==> src/rtl/proj_fm_moving_ram_if.sv <==
// Drive/observe bundle for the projection feature-map RAM.
// The master drives pointer load and write controls, and the slave returns read data and status.
interface proj_fm_moving_ram_if #(
  parameter int ENTRIES   = 8,
  parameter int DATA_BITS = 8
);
  localparam int ADDR_BITS = $clog2(ENTRIES);

  logic [ADDR_BITS-1:0] in_addr;
  logic                 in_load;
  logic                 in_we;
  logic [DATA_BITS-1:0] in_wdata;
  logic [DATA_BITS-1:0] out_rdata;
  logic [ADDR_BITS-1:0] out_waddr;
  logic [ADDR_BITS-1:0] out_raddr;
  logic                 out_filled;

  modport master (
    output in_addr, in_load, in_we, in_wdata,
    input  out_rdata, out_waddr, out_raddr, out_filled
  );

  modport slave (
    input  in_addr, in_load, in_we, in_wdata,
    output out_rdata, out_waddr, out_raddr, out_filled
  );
endinterface

==> src/rtl/proj_fm_moving_ram.sv <==
// Feature-map RAM with self-advancing write/read pointers; data survives reset.
// Define PROJ_FM_RAM_RDATA_REG_EN for a registered out_rdata with one cycle of latency.
module proj_fm_moving_ram #(
  parameter int ENTRIES   = 8,
  parameter int DATA_BITS = 8
) (
  input logic                 in_clk,
  input logic                 in_rst,
  proj_fm_moving_ram_if.slave bus
);
  localparam int ADDR_BITS = $clog2(ENTRIES);
  localparam logic [ADDR_BITS-1:0] LAST =
    ADDR_BITS'(ENTRIES - 1);

  logic [DATA_BITS-1:0] data [ENTRIES];
  logic [ADDR_BITS-1:0] waddr;
  logic [ADDR_BITS-1:0] raddr;
  logic [ADDR_BITS-1:0] load_addr;
  logic [ADDR_BITS-1:0] waddr_nxt;
  logic [ADDR_BITS-1:0] raddr_nxt;
  logic                 filled;
  logic                 do_write;

  // A preload address past the end of the array loads zero.
  always_comb begin
    load_addr = bus.in_addr;
    if (32'(bus.in_addr) >= ENTRIES)
      load_addr = '0;
    waddr_nxt = (waddr == LAST) ? '0
              : waddr + ADDR_BITS'(1);
    raddr_nxt = (raddr == LAST) ? '0
              : raddr + ADDR_BITS'(1);
  end

  assign do_write = !in_rst && !bus.in_load && bus.in_we;

  always_ff @(posedge in_clk or posedge in_rst) begin
    if (in_rst) begin
      waddr  <= '0;
      raddr  <= '0;
      filled <= 1'b0;
    end else if (bus.in_load) begin
      waddr <= load_addr;
      raddr <= load_addr;
    end else if (bus.in_we) begin
      waddr <= waddr_nxt;
      if (waddr == LAST)
        filled <= 1'b1;
    end else begin
      raddr <= raddr_nxt;
    end
  end

  // The array has no reset, so a block written before reset can still be read back after it.
  always_ff @(posedge in_clk) begin
    if (do_write)
      data[waddr] <= bus.in_wdata;
  end

`ifdef PROJ_FM_RAM_RDATA_REG_EN
  logic [DATA_BITS-1:0] rdata_q;

  always_ff @(posedge in_clk or posedge in_rst) begin
    if (in_rst)
      rdata_q <= '0;
    else if (!bus.in_load)
      rdata_q <= data[raddr];
  end

  assign bus.out_rdata = rdata_q;
`else
  assign bus.out_rdata = data[raddr];
`endif

  assign bus.out_waddr  = waddr;
  assign bus.out_raddr  = raddr;
  assign bus.out_filled = filled;
endmodule

==> src/flat_wrapper.sv <==
// flat-port wrapper written by rule: the top's interface ports become plain ports
module proj_fm_moving_ram_flat 
#(
  parameter int ENTRIES   = 8,
  parameter int DATA_BITS = 8
)
  (in_clk, in_rst, bus_in_addr, bus_in_load, bus_in_we, bus_in_wdata, bus_out_rdata, bus_out_waddr, bus_out_raddr, bus_out_filled);
  proj_fm_moving_ram_if #(.ENTRIES(ENTRIES), .DATA_BITS(DATA_BITS)) bus_i ();
  input logic in_clk;
  input logic in_rst;
  input wire logic [$bits(bus_i.in_addr)-1:0] bus_in_addr;
  input wire logic [$bits(bus_i.in_load)-1:0] bus_in_load;
  input wire logic [$bits(bus_i.in_we)-1:0] bus_in_we;
  input wire logic [$bits(bus_i.in_wdata)-1:0] bus_in_wdata;
  output wire logic [$bits(bus_i.out_rdata)-1:0] bus_out_rdata;
  output wire logic [$bits(bus_i.out_waddr)-1:0] bus_out_waddr;
  output wire logic [$bits(bus_i.out_raddr)-1:0] bus_out_raddr;
  output wire logic [$bits(bus_i.out_filled)-1:0] bus_out_filled;
  assign bus_i.in_addr = bus_in_addr;
  assign bus_i.in_load = bus_in_load;
  assign bus_i.in_we = bus_in_we;
  assign bus_i.in_wdata = bus_in_wdata;
  assign bus_out_rdata = bus_i.out_rdata;
  assign bus_out_waddr = bus_i.out_waddr;
  assign bus_out_raddr = bus_i.out_raddr;
  assign bus_out_filled = bus_i.out_filled;
  proj_fm_moving_ram #(.ENTRIES(ENTRIES), .DATA_BITS(DATA_BITS)) u_core (.in_clk(in_clk), .in_rst(in_rst), .bus(bus_i));
endmodule
==> config.mk <==
export PLATFORM = sky130hd
export DESIGN_NAME = proj_fm_moving_ram_flat
export DESIGN_NICKNAME = d
export VERILOG_FILES = /design/src/rtl/proj_fm_moving_ram_if.sv /design/src/rtl/proj_fm_moving_ram.sv /design/src/flat_wrapper.sv
export SDC_FILE = /design/constraint.sdc
export NUM_CORES = 1
export LEC_CHECK = 0
export BUFFER_PORTS_ARGS = -buffer_cell sky130_fd_sc_hd__buf_2
export CAP_MARGIN = 10
export CORE_UTILIZATION = 55
export CTS_BUF_LIST = sky130_fd_sc_hd__clkbuf_4
export DETAILED_ROUTE_END_ITERATION = 16
export GPL_TIMING_DRIVEN = 0
export PLACE_DENSITY_LB_ADDON = 0.3
export SLEW_MARGIN = 20
export SYNTH_ARGS = -nofsm -noshare
export SYNTH_HDL_FRONTEND = slang
export SYNTH_SLANG_ARGS = --single-unit
==> constraint.sdc <==
create_clock -name in_clk -period 4.8 [get_ports in_clk]
set_input_delay 0.72 -clock in_clk [delete_from_list [all_inputs] [get_ports in_clk]]
set_output_delay 0.72 -clock in_clk [all_outputs]
set_load 0.1 [all_outputs]
## Word-level counts from Yosys, hierarchy flattened

Memory sizes are Yosys's and may differ from the RTL's.
Index checks and enable logic that the tools add are counted.

| storage, ports and cells | value |
|---|---|
| word-level logic and storage cells | 24 |
| RAM bits | 64 |
| bits in registers | 7 |
| bits of input ports | 15 |
| memories kept | 1 |

| operators by class | value |
|---|---|
| reduce and logical (&&, ||, !) cells | 6 |
| equality and inequality tests | 3 |
| add/sub/neg operators | 2 |
| bitwise gates (word level) | 1 |
| muxes and demuxes | 8 |

Memories:

| memory | depth | width | rd ports | clocked after memory_dff | write ports | RTL line | RTL |
|---|---|---|---|---|---|---|---|
| u_core.data | 8 | 8 | 1 | 0 | 1 | proj_fm_moving_ram.sv:15 | `logic [DATA_BITS-1:0] data [ENTRIES];` |

Operators with widths:

| cell | count |
|---|---|
| $mux W3 | 6 |
| $add A3 B1 Y3 const B | 2 |
| $eq A3 B3 Y1 const B | 2 |
| $reduce_and A3 Y1 | 1 |
| $logic_and A1 B1 Y1 | 2 |
| $logic_not A1 Y1 | 2 |
| $mux W1 | 2 |
| $ne A2 B2 Y1 const B | 1 |
| $reduce_bool A2 Y1 | 1 |
| $not A1 Y1 | 1 |

## Longest topological paths before layout

Gate-level depths: netlist of the first run.

| logic depth | value |
|---|---|
| depth after elaboration | 5 |
| gate-level depth with buffers | 4 |

## Worst setup path before layout of the first run

OpenSTA, ideal clock, no wires.

| timing path | value |
|---|---|
| path type | register to output |
| from | reg u_core.raddr[0] (netlist: u_core.bus.out_raddr[0]) |
| to | out bus_out_rdata[0] |
| setup slack | 1.872 ns |
| stages on the path, launching flop included | 5 |
| data arrival time | 2.208 ns |
| data required time | 4.080 ns |
| cells stage by stage | dfrtp_1 -> buf_6 -> buf_12 -> mux4_2 -> mux2_4 |

| between the ends | value |
|---|---|
| word-level cells in the longest chain between the ends | 1 |

Ends and longest elaborated chain:

| what | RTL line | RTL |
|---|---|---|
| from (decl) | proj_fm_moving_ram.sv:17 | `logic [ADDR_BITS-1:0] raddr;` |
| from (signal assigned) | proj_fm_moving_ram.sv:44 | `raddr <= load_addr;` |
| from (signal assigned) | proj_fm_moving_ram.sv:50 | `raddr <= raddr_nxt;` |
| $mem_v2 Z8 W8 | -- |  |
| to (decl) | flat_wrapper.sv:15 | `output wire logic [$bits(bus_i.out_rdata)-1:0] bus_out_rdata;` |

Every way passes these cells.

## Final worst setup path of the first run

| timing path | value |
|---|---|
| from | reg u_core.raddr[2] (netlist: u_core.bus.out_raddr[2]) |
| to | out bus_out_rdata[3] |

The elaborated chain is that of the path after synthesis.

==> results of run 1 <==
## kinds of logic (layout without fill, tap and decap cells)
group / count (synthesis) / after routing
compound gates: 9 / 9
fa+ha+maj: 4 / 4
mux: 27 / 27
buf+inv: 8 / 53
flops: 71 / 71
simple gates: 20 / 20
## worst max-delay path, stage by stage (launching register included)
cell	delay [ns]
dfrtp_1	0.39
clkbuf_1	0.41
buf_2	0.39
mux4_2	0.35
mux2_4	0.27
buf_2	0.29
## how the worst max path moves through the flow
stage / to / slack [ns]
final: bus_out_rdata[3] / 1.57
after global placement: u_core.data[0][6]$_DFFE_PP_ / 1.71
after global routing: bus_out_rdata[7] / 1.44
after floorplan: bus_out_rdata[0] / 1.87
after detailed placement: bus_out_rdata[3] / 2.01
after CTS: bus_out_rdata[3] / 1.53
## registers in the layout (all words and copies together) (netlist names)
signal                 count
u_core.bus.out_waddr       3
u_core.bus.out_filled      1
u_core.data               64
u_core.bus.out_raddr       3
## layout make-up
cell class                      instances  area (um^2)  area share, %
Sequential cell                        71         2100           63.7
Timing Repair Buffer                   29          145           4.41
Buffer                                  6         48.8           1.48
Tap cell                               70         87.6           2.66
Clock buffer                           10         75.1           2.28
Multi-Input combinational cell         60          771           23.4
Inverter                                2         7.51          0.228
Clock inverter                          6         61.3           1.86
## power by group
part           switching (mW)  total, mW  internal, mW
clock network           0.201      0.363         0.162
logic                   0.232      0.320        0.0880
registers              0.0129      0.701         0.688
total                   0.446       1.38         0.938
## per-layer routing
layer  up-vias  part of all wire (%)  GRT usage, %
li1        659                     -             -
met1       750                    38          25.1
met2        53                    55          36.7
met3        11                   4.2          3.75
met4         0                   2.2          13.6
met5         -                     0             0
## per-stage QoR
step                util, %  setup WS [ns]
floorplan                 -           1.87
CTS                    64.5           1.53
global placement       61.6           1.71
finish                 64.5           1.57
global route           64.5           1.44
detailed placement     61.8           2.01
## synth_stat cells
cell type and number:
nand2_1 1, or3b_2 2, or3_2 1, edfxtp_1 64
a31o_2 1, or4b_2 1, nand4bb_1 1, buf_6 1
buf_1 1, ha_1 4, mux2i_1 3, dfrtp_1 7
buf_12 1, nor3_1 2, a21oi_1 7, clkbuf_1 1
mux4_2 8, mux4_1 8, nor2b_1 3, nor2_1 6
mux2_4 8, inv_1 2, buf_2 2, a31oi_1 1
nand2b_1 3
==> impl_metrics.csv, run 1 <==
group,metric,value,unit
critical_path,ff2ff_setup_slack,2.54,ns
drt,vias,1473,
cells_and_area,antenna_cells,0,
sta,period_needed,3.23,ns
sta,tightest_slew,0.887,ns
cells_and_area,fillers,374,
yosys,synthCells,139,
yosys,ys_ff_latch,71,
power,ir_drop,0.287,mV
floorplan,fp.dieW,74.8,um
drt,wl,5270,um
yosys,yosys-top-cells-area,"edfxtp_1 66%, mux4_1 7.2%, mux4_2 6.2%",
yosys,yosys.area.top_type_share,66.0,%
power,power_density,420,mW/mm^2
cells_and_area,nets,198,
cells_and_area,final_cell_area,0.00329,mm^2
critical_path,cp_data_arrival_time,2.51,ns
clock_network,post_cts_resized,0,
critical_path,timing.rr.end,"u_core.data[2][4]$_DFFE_PP_",
global_routing,grt_max_degree,13,
critical_path,crit_start,"u_core.bus.out_raddr[2]$_DFFE_PP0P_",
clock_network,path_clk_slew,0.11,ns
sta,slew_headroom,40.6,%
cells_and_area,final_common_cell,"edfxtp_1",
yosys,synthesis.nets,158,
cells_and_area,drive_gt1_share,38.6,%
global_routing,grt_pass1_vias,1478,
sta,rsz0062_at_grt,"false",
drt,avgRoutedWirePerCell,20.7,um
critical_path,crit_fanout,10,
sta,setup_violations,0,
placed_design,dpl-instance-area,0.00316,mm^2
status,status,"completed",
floorplan,ios,30,
worst_hold_path,hp-class,"in -> async",
yosys,synth_area,0.00291,mm^2
critical_path,path_class,"reg -> out",
power,p_total,1.38,mW
cells_and_area,areaGrowthSynthToFinish,13.0,%
drt,firstDrtPassIters,4,
global_routing,antenna_found_initial,0,
yosys,yosysWarnings,0,
yosys,synthXorXnorAreaFrac,0,%
yosys,synth_fa_ha_area_share,1.72,%
floorplan,rows,26,
clock_network,clockRootBuffer,"clkbuf_4",
clock_network,clockBufferDepth,2,
critical_path,start_kind,"flop",
clock_network,clk_latency,0.39,ns
sta,clock_skew,0.00891,ns
yosys,yosys.area.top_type,"edfxtp_1",
yosys,synth-simple-area-share,4.12,%
floorplan,dieArea,0.00559,mm^2
sta,drv_slew,0,
job,cap_violations,0,
placed_design,io_buffers,29,
sta,hold_viol_final,0,
clock_network,clock_sinks,71,
yosys,seq_area_frac_synth,72.0,%
global_routing,grt.total_usage,21.4,%
floorplan,fp.dieH,74.8,um
floorplan,core-area,0.00511,mm^2
global_routing,grt_first_pass_wirelength,7820,um
critical_path,r2r_start,"u_core.bus.out_waddr[2]$_DFFE_PP0P_",
yosys,synthMuxAreaShare,18.5,%
placed_design,gp_congestion,0.765,
clock_network,cts_setup_buffers,0,
critical_path,worst_setup_path_end_kind,"output port",
yosys,synth_cell_types,25,
sta,whs,0.259,ns
cells_and_area,instances_no_fill,254,
yosys,synth_compound_area_share,1.72,%
drt,drtIter0Drc,125,
yosys,synth_top_family_by_area,"multiplexers",
yosys,syn_avg_cell_area,21.0,um^2
drt,avgViaCountPerCell,5.80,
critical_path,reg2reg_depth,2,
clock_network,cts-hold-fix-buffers,0,
drt,ant_nets,0,
clock_network,htreeDepth,3,
sta,fmax,310,MHz
power,p_leak,1.17,nW
sta,setup_tns,0,ns
clock_network,cts_buffers,9,
sta,fin_crit_sh,67.3,%
placed_design,hpwl,3500,um
floorplan,start_util,57.1,%
cells_and_area,final_cell_mix,"64 x edfxtp_1, 31 x buf_2, 10 x clkbuf_4",
placed_design,place_inst,238,
drt,drcViolationCount,0,
global_routing,grt-ovfl-total,0,
clock_network,cts_tree,"built",
critical_path,required,4.08,ns
Note: power is estimated with default switching activity, not from simulation.
==> run 2, diff against run 1 <==
--- a/config.mk
+++ b/config.mk
@@ -5,6 +5,7 @@
 export SDC_FILE = /design/constraint.sdc
 export NUM_CORES = 1
 export LEC_CHECK = 0
+export ABC_AREA = 1
 export BUFFER_PORTS_ARGS = -buffer_cell sky130_fd_sc_hd__buf_2
 export CAP_MARGIN = 10
 export CORE_UTILIZATION = 55
==> constraint.sdc (replaced) <==
create_clock -name in_clk -period 2.9 [get_ports in_clk]
set_input_delay 0.435 -clock in_clk [delete_from_list [all_inputs] [get_ports in_clk]]
set_output_delay 0.435 -clock in_clk [all_outputs]
set_load 0.1 [all_outputs]
==> impl_metrics.csv, run 2 <==
group,metric,value,unit
clock_network,clock_sinks,71,
floorplan,rows,27,
power,p_leak,1.75,nW
drt,wl,6720,um
power,clkPwrFrac,30.0,%
critical_path,required,2.47,ns
yosys,synth_cell_types,20,
floorplan,ios,30,
power,power_density,694,mW/mm^2
sta,drv_slew,0,
placed_design,dpl-instance-area,0.00354,mm^2
drt,ant_nets,0,
global_routing,grt_pass1_vias,2134,
yosys,syn_avg_cell_area,9.93,um^2
placed_design,pre_cts_slack,0.704,ns
clock_network,path_clk_slew,0.11,ns
status,status,"completed",
sta,finalWorstSetupSlack,0.444,ns
sta,fin_crit_sh,84.7,%
yosys,seq_area_frac_synth,63.8,%
floorplan,fp.dieH,79.3,um
yosys,synth_top_flop_cell,"edfxtp_1",
critical_path,start_kind,"flop",
power,pwr-share-seq,44.8,%
floorplan,start_util,58.3,%
yosys,synth_edf_count,64,
cells_and_area,antenna_cells,0,
yosys,synthesis.nets,350,
yosys,yosys.area.top_type,"edfxtp_1",
worst_hold_path,hp-class,"in -> reg",
critical_path,cpLargestDelayFamily,"buffers and inverters",
clock_network,clockRootBuffer,"clkbuf_4",
clock_network,clockBufferDepth,2,
floorplan,dieArea,0.00629,mm^2
critical_path,worst_setup_path_end_kind,"output port",
global_routing,grt_max_degree,13,
sta,fmax,407,MHz
clock_network,cts_tree,"built",
critical_path,path_class,"reg -> out",
critical_path,crit_fanout,10,
sta,setup_tns,0,ns
critical_path,cp_common_cell,"nand2_1",
yosys,yosys.cell_count.top_type,"nand2_1",
drt,firstDrtPassIters,5,
sta,hold_viol_final,0,
global_routing,grt-ovfl-total,0,
critical_path,worstPathCellList,"buf_6, inv_4, buf_4, nand3_1, nand2_1, nand2_1, nand2_1, buf_2",
drt,drtIter0Drc,261,
cells_and_area,nets,391,
cells_and_area,largest_register_ffs,64,
yosys,yosys.area.top_type_share,58.5,%
sta,whs,0.267,ns
yosys,synth_commonest_cells,"108 x nand2_1, 71 x inv_1, 64 x edfxtp_1",
global_routing,antenna_found_initial,0,
power,p_total,2.59,mW
sta,period_needed,2.46,ns
yosys,yosysWarnings,0,
cells_and_area,areaGrowthSynthToFinish,13.5,%
yosys,ys_ff_latch,71,
drt,drcViolationCount,0,
placed_design,io_buffers,29,
clock_network,cts_buffers,9,
cells_and_area,final_common_cell,"nand2_1",
clock_network,htreeDepth,3,
yosys,synth_compound_area_share,0.914,%
yosys,synthXorXnorAreaFrac,0,%
global_routing,grt.total_usage,24.0,%
yosys,synth_top_family_by_area,"simple AND/OR/NAND/NOR gates",
yosys,synthCells,331,
cells_and_area,final_cell_area,0.00373,mm^2
floorplan,core-area,0.00564,mm^2
job,cap_violations,0,
yosys,yosys-top-cells-area,"edfxtp_1 58%, nand2_1 12%, inv_1 8.1%",
yosys,async_flop_share,9.86,%
power,p_sw,0.882,mW
power,p_int,1.71,mW
power,p_comb_share,25.2,%
critical_path,crit_buf_inv,4,
power,sw_frac_of_total,34.1,%
critical_path,critPathSlowestCell,"buf_2",
placed_design,hpwl,4340,um
cells_and_area,drive_gt1_share,19.4,%
floorplan,fp.dieW,79.3,um
drt,avgRoutedWirePerCell,15.0,um
yosys,synth_area,0.00329,mm^2
yosys,synthMuxAreaShare,0,%
sta,rsz0062_at_grt,"false",
sta,tightest_slew,1.01,ns
global_routing,grt_first_pass_wirelength,10500,um
sta,setup_violations,0,
cells_and_area,top_register,"u_core.data",
power,ir_drop,0.612,mV
critical_path,cpPeakStageDelay,0.43,ns
placed_design,gp_congestion,0.811,
drt,vias,2257,
cells_and_area,final_cell_mix,"108 x nand2_1, 71 x inv_1, 64 x edfxtp_1",
critical_path,cp_data_arrival_time,2.02,ns
drt,avgViaCountPerCell,5.03,
yosys,synth-simple-area-share,21.8,%
yosys,synth_fa_ha_area_share,1.52,%
sta,slew_headroom,32.3,%
sta,clock_skew,0.0118,ns
clock_network,clk_latency,0.41,ns
[run 2: cell families after synthesis]
family / count (synthesis)
flip-flops: 71
AO/OA/AOI/OAI: 4
AND/OR/NAND/NOR: 167
buffers and inverters: 85
adder cells (fa/ha/maj): 4
[run 2: layer usage]
layer	share of wire [%]	GRT usage [%]
met5	0	0
met4	2.6	15.1
met3	5.5	5.17
met2	48	37.6
met1	44	30.2
[run 2: metrics by stage]
step | cells | utilization (%)
global route | 449 | 66.1
floorplan | 331 | -
CTS | 449 | 66.1
finish | 449 | 66.1
global placement | 432 | 62.4
detailed placement | 432 | 62.8
[run 2: power groups by stage]
stage	registers [mW]	logic [mW]	clock network (mW)
after detailed placement	1.18	0.649	0
after global routing	1.16	0.691	0.831
after CTS	1.16	0.652	0.784
after floorplan	1.29	0.408	0
final	1.16	0.653	0.776
after global placement	1.18	0.639	0
[run 2: what timing repair did]
item | CTS | global route
hold buffers | 1 | 0
buffers inserted | 0 | 0
gates resized for setup | 0 | 0
hold endpoints to repair | 7 | 0
[run 2: worst min-delay path, delay by kind of cell]
| family | cells | cell delay (ns) |
|---|---|---|
| buffers and inverters | 1 | 0.07 |
| AND/OR/NAND/NOR | 2 | 0.14 |
[run 2: path summary, 6_finish.rpt]
kind	startpoint	end	slack, ns	depth (start not counted)
max reg2reg	u_core.bus.out_waddr[0]$_DFFE_PP0P_	u_core.data[3][1]$_DFFE_PP_	0.92	2
min in group asynchronous	in_rst	u_core.bus.out_waddr[2]$_DFFE_PP0P_	0.52	3
min	bus_in_addr[0]	u_core.bus.out_waddr[0]$_DFFE_PP0P_	0.27	3
max in group asynchronous	in_rst	u_core.bus.out_waddr[1]$_DFFE_PP0P_	2.14	3
max	u_core.bus.out_raddr[1]$_DFFE_PP0P_	bus_out_rdata[0]	0.44	8
min reg2reg	u_core.bus.out_filled$_DFFE_PP0P_	u_core.bus.out_filled$_DFFE_PP0P_	0.51	1
[run 2: final cells by class]
class	instances	area [um^2]
Buffer	11	109
Clock buffer	9	67.6
Clock inverter	7	111
Fill cell	444	1910
Inverter	74	285
Multi-Input combinational cell	175	816
Sequential cell	71	2100
Tap cell	72	90.1
Timing Repair Buffer	30	155
==> run 3, diff against run 2 <==
==> constraint.sdc (replaced) <==
create_clock -name in_clk -period 2 [get_ports in_clk]
set_input_delay 0.3 -clock in_clk [delete_from_list [all_inputs] [get_ports in_clk]]
set_output_delay 0.3 -clock in_clk [all_outputs]
set_load 0.1 [all_outputs]
==> impl_metrics.csv, run 3 (synthesized netlist as in run 2, its figures left out) <==
group,metric,value,unit
status,status,"completed",
critical_path,worstPathCellList,"inv_8, buf_12, nand2_2, nand3_2, nand2_1, nand2_1, nand2_2, buf_12",
power,ir_drop,0.684,mV
drt,vias,2375,
critical_path,crit_buf_inv,3,
sta,slew_headroom,27.2,%
sta,fmax,500,MHz
drt,drcViolationCount,0,
critical_path,path_class,"reg -> out",
placed_design,dpl-instance-area,0.00357,mm^2
power,power_density,900,mW/mm^2
power,clkPwrFrac,20.8,%
cells_and_area,areaGrowthSynthToFinish,26.9,%
floorplan,ios,30,
cells_and_area,nets,404,
cells_and_area,final_common_cell,"nand2_1",
sta,rsz0062_at_grt,"true",
critical_path,worst_setup_path_end_kind,"output port",
drt,drtIter0Drc,180,
floorplan,start_util,58.3,%
sta,clock_skew,0.00908,ns
critical_path,cpLargestDelayFamily,"flip-flops",
cells_and_area,drive_gt1_share,34.9,%
clock_network,clockBufferDepth,2,
sta,fin_crit_sh,100,%
critical_path,crit_fanout,7,
critical_path,start_kind,"flop",
cells_and_area,final-seq-area,0.00210,mm^2
sta,setup_violations,0,
power,pwr-share-seq,45.1,%
floorplan,core-area,0.00564,mm^2
power,p_leak,1.92,nW
placed_design,io_buffers,29,
sta,hold_viol_final,0,
cells_and_area,largest_register_ffs,64,
clock_network,cts_tree,"built",
global_routing,grt_pass1_vias,2305,
global_routing,antenna_found_initial,0,
drt,wl,7570,um
global_routing,grt_use_met2,41.4,%
cells_and_area,antenna_cells,0,
global_routing,use_met3,5.86,%
power,p_total,3.75,mW
clock_network,clock_sinks,71,
clock_network,cts_buffers,9,
power,sw_frac_of_total,36.2,%
drt,avgViaCountPerCell,5.14,
job,cap_violations,0,
global_routing,grt.busiest_layer,"met2",
cells_and_area,final_cell_area,0.00417,mm^2
sta,period_needed,2.00,ns
sta,finalWorstSetupSlack,0.000500,ns
power,p_sw,1.36,mW
placed_design,hpwl,4400,um
floorplan,fp.dieW,79.3,um
cells_and_area,fillers,375,
clock_network,clk_latency,0.42,ns
sta,drv_slew,0,
drt,ant_nets,0,
floorplan,fp.dieH,79.3,um
critical_path,critPathSlowestCell,"dfrtp_2",
drt,firstDrtPassIters,5,
placed_design,pre_cts_slack,-0.0657,ns
floorplan,dieArea,0.00629,mm^2
global_routing,globalRouteMet1Util,32.3,%
critical_path,ff2ff_setup_slack,0.03,ns
sta,setup_tns,0,ns
global_routing,grt_first_pass_wirelength,11300,um
power,p_int,2.39,mW
clock_network,htreeDepth,3,
placed_design,gp_congestion,0.779,
drt,avgRoutedWirePerCell,16.4,um
critical_path,cp_data_arrival_time,1.70,ns
critical_path,cpPeakStageDelay,0.51,ns
clock_network,clockRootBuffer,"clkbuf_4",
power,p_comb_share,34.2,%
critical_path,required,1.70,ns
global_routing,grt_max_degree,12,
global_routing,grt.total_usage,25.9,%
worst_hold_path,hp-class,"in -> reg",
clock_network,path_clk_slew,0.10,ns
cells_and_area,top_register,"u_core.data",
floorplan,rows,27,
cells_and_area,multiInputGateArea,981,um^2
cells_and_area,final_cell_mix,"80 x nand2_1, 71 x inv_1, 64 x edfxtp_1",
global_routing,grt-ovfl-total,0,
sta,tightest_slew,1.09,ns
-- run 3: tightest hold or removal path: stages --
cell     delay, ns
buf_2         0.08
nand2_1       0.06
nand3_1       0.07
-- run 3: layout make-up --
class	instances	share of cell area, %
sequential	71	50.4
multi-input combinational	175	23.5
timing repair buffer	44	11.1
inverter	74	7.05
buffer	10	3.09
clock buffer	13	2.34
tap	72	2.16
clock inverter	3	0.300
-- run 3: layer usage --
layer  wire [um]  up-vias
li1            -     1160
met1        2930     1079
met2        3720      113
met3         704       23
met4         218        0
met5           0        -
-- run 3: what timing repair did --
item	4_1_cts	5_1_grt
endpoints found under the hold margin	7	0
pin swaps	9	19
gates cloned	2	2
hold buffers	1	0
resized for setup	48	39
buffers inserted	8	2
endpoints found under the setup margin	8	8
-- run 3: power by group through the flow --
stage / Sequential, mW / Clock, mW / Combinational, mW
final: 1.69 / 0.779 / 1.28
after global routing: 1.70 / 0.842 / 1.34
after CTS: 1.69 / 0.773 / 1.19
after detailed placement: 1.72 / 0 / 0.959
after global placement: 1.72 / 0 / 0.945
after floorplan: 1.87 / 0 / 0.608
-- run 3: worst paths after layout --
| check | startpoint | cells past startpoint | endpoint |
|---|---|---|---|
| worst max-delay path | u_core.bus.out_raddr[0]$_DFFE_PP0P_ | 8 | bus_out_rdata[6] |
| max in group asynchronous | in_rst | 3 | u_core.bus.out_waddr[1]$_DFFE_PP0P_ |
| worst max register to register | u_core.bus.out_waddr[0]$_DFFE_PP0P_ | 2 | u_core.data[3][5]$_DFFE_PP_ |
| min in group asynchronous | in_rst | 3 | u_core.bus.out_filled$_DFFE_PP0P_ |
| worst min register to register | u_core.bus.out_filled$_DFFE_PP0P_ | 1 | u_core.bus.out_filled$_DFFE_PP0P_ |
| worst min-delay path | bus_in_addr[0] | 3 | u_core.bus.out_waddr[0]$_DFFE_PP0P_ |
-- run 3: through the flow --
stage | std cells | util, % | hold WS, ns
floorplan | 331 | - | 0.120
global placement | 432 | 62.9 | 0.255
detailed placement | 432 | 63.3 | 0.259
CTS | 458 | 70.2 | 0.110
global route | 462 | 73.9 | 0.118
finish | 462 | 73.9 | 0.120
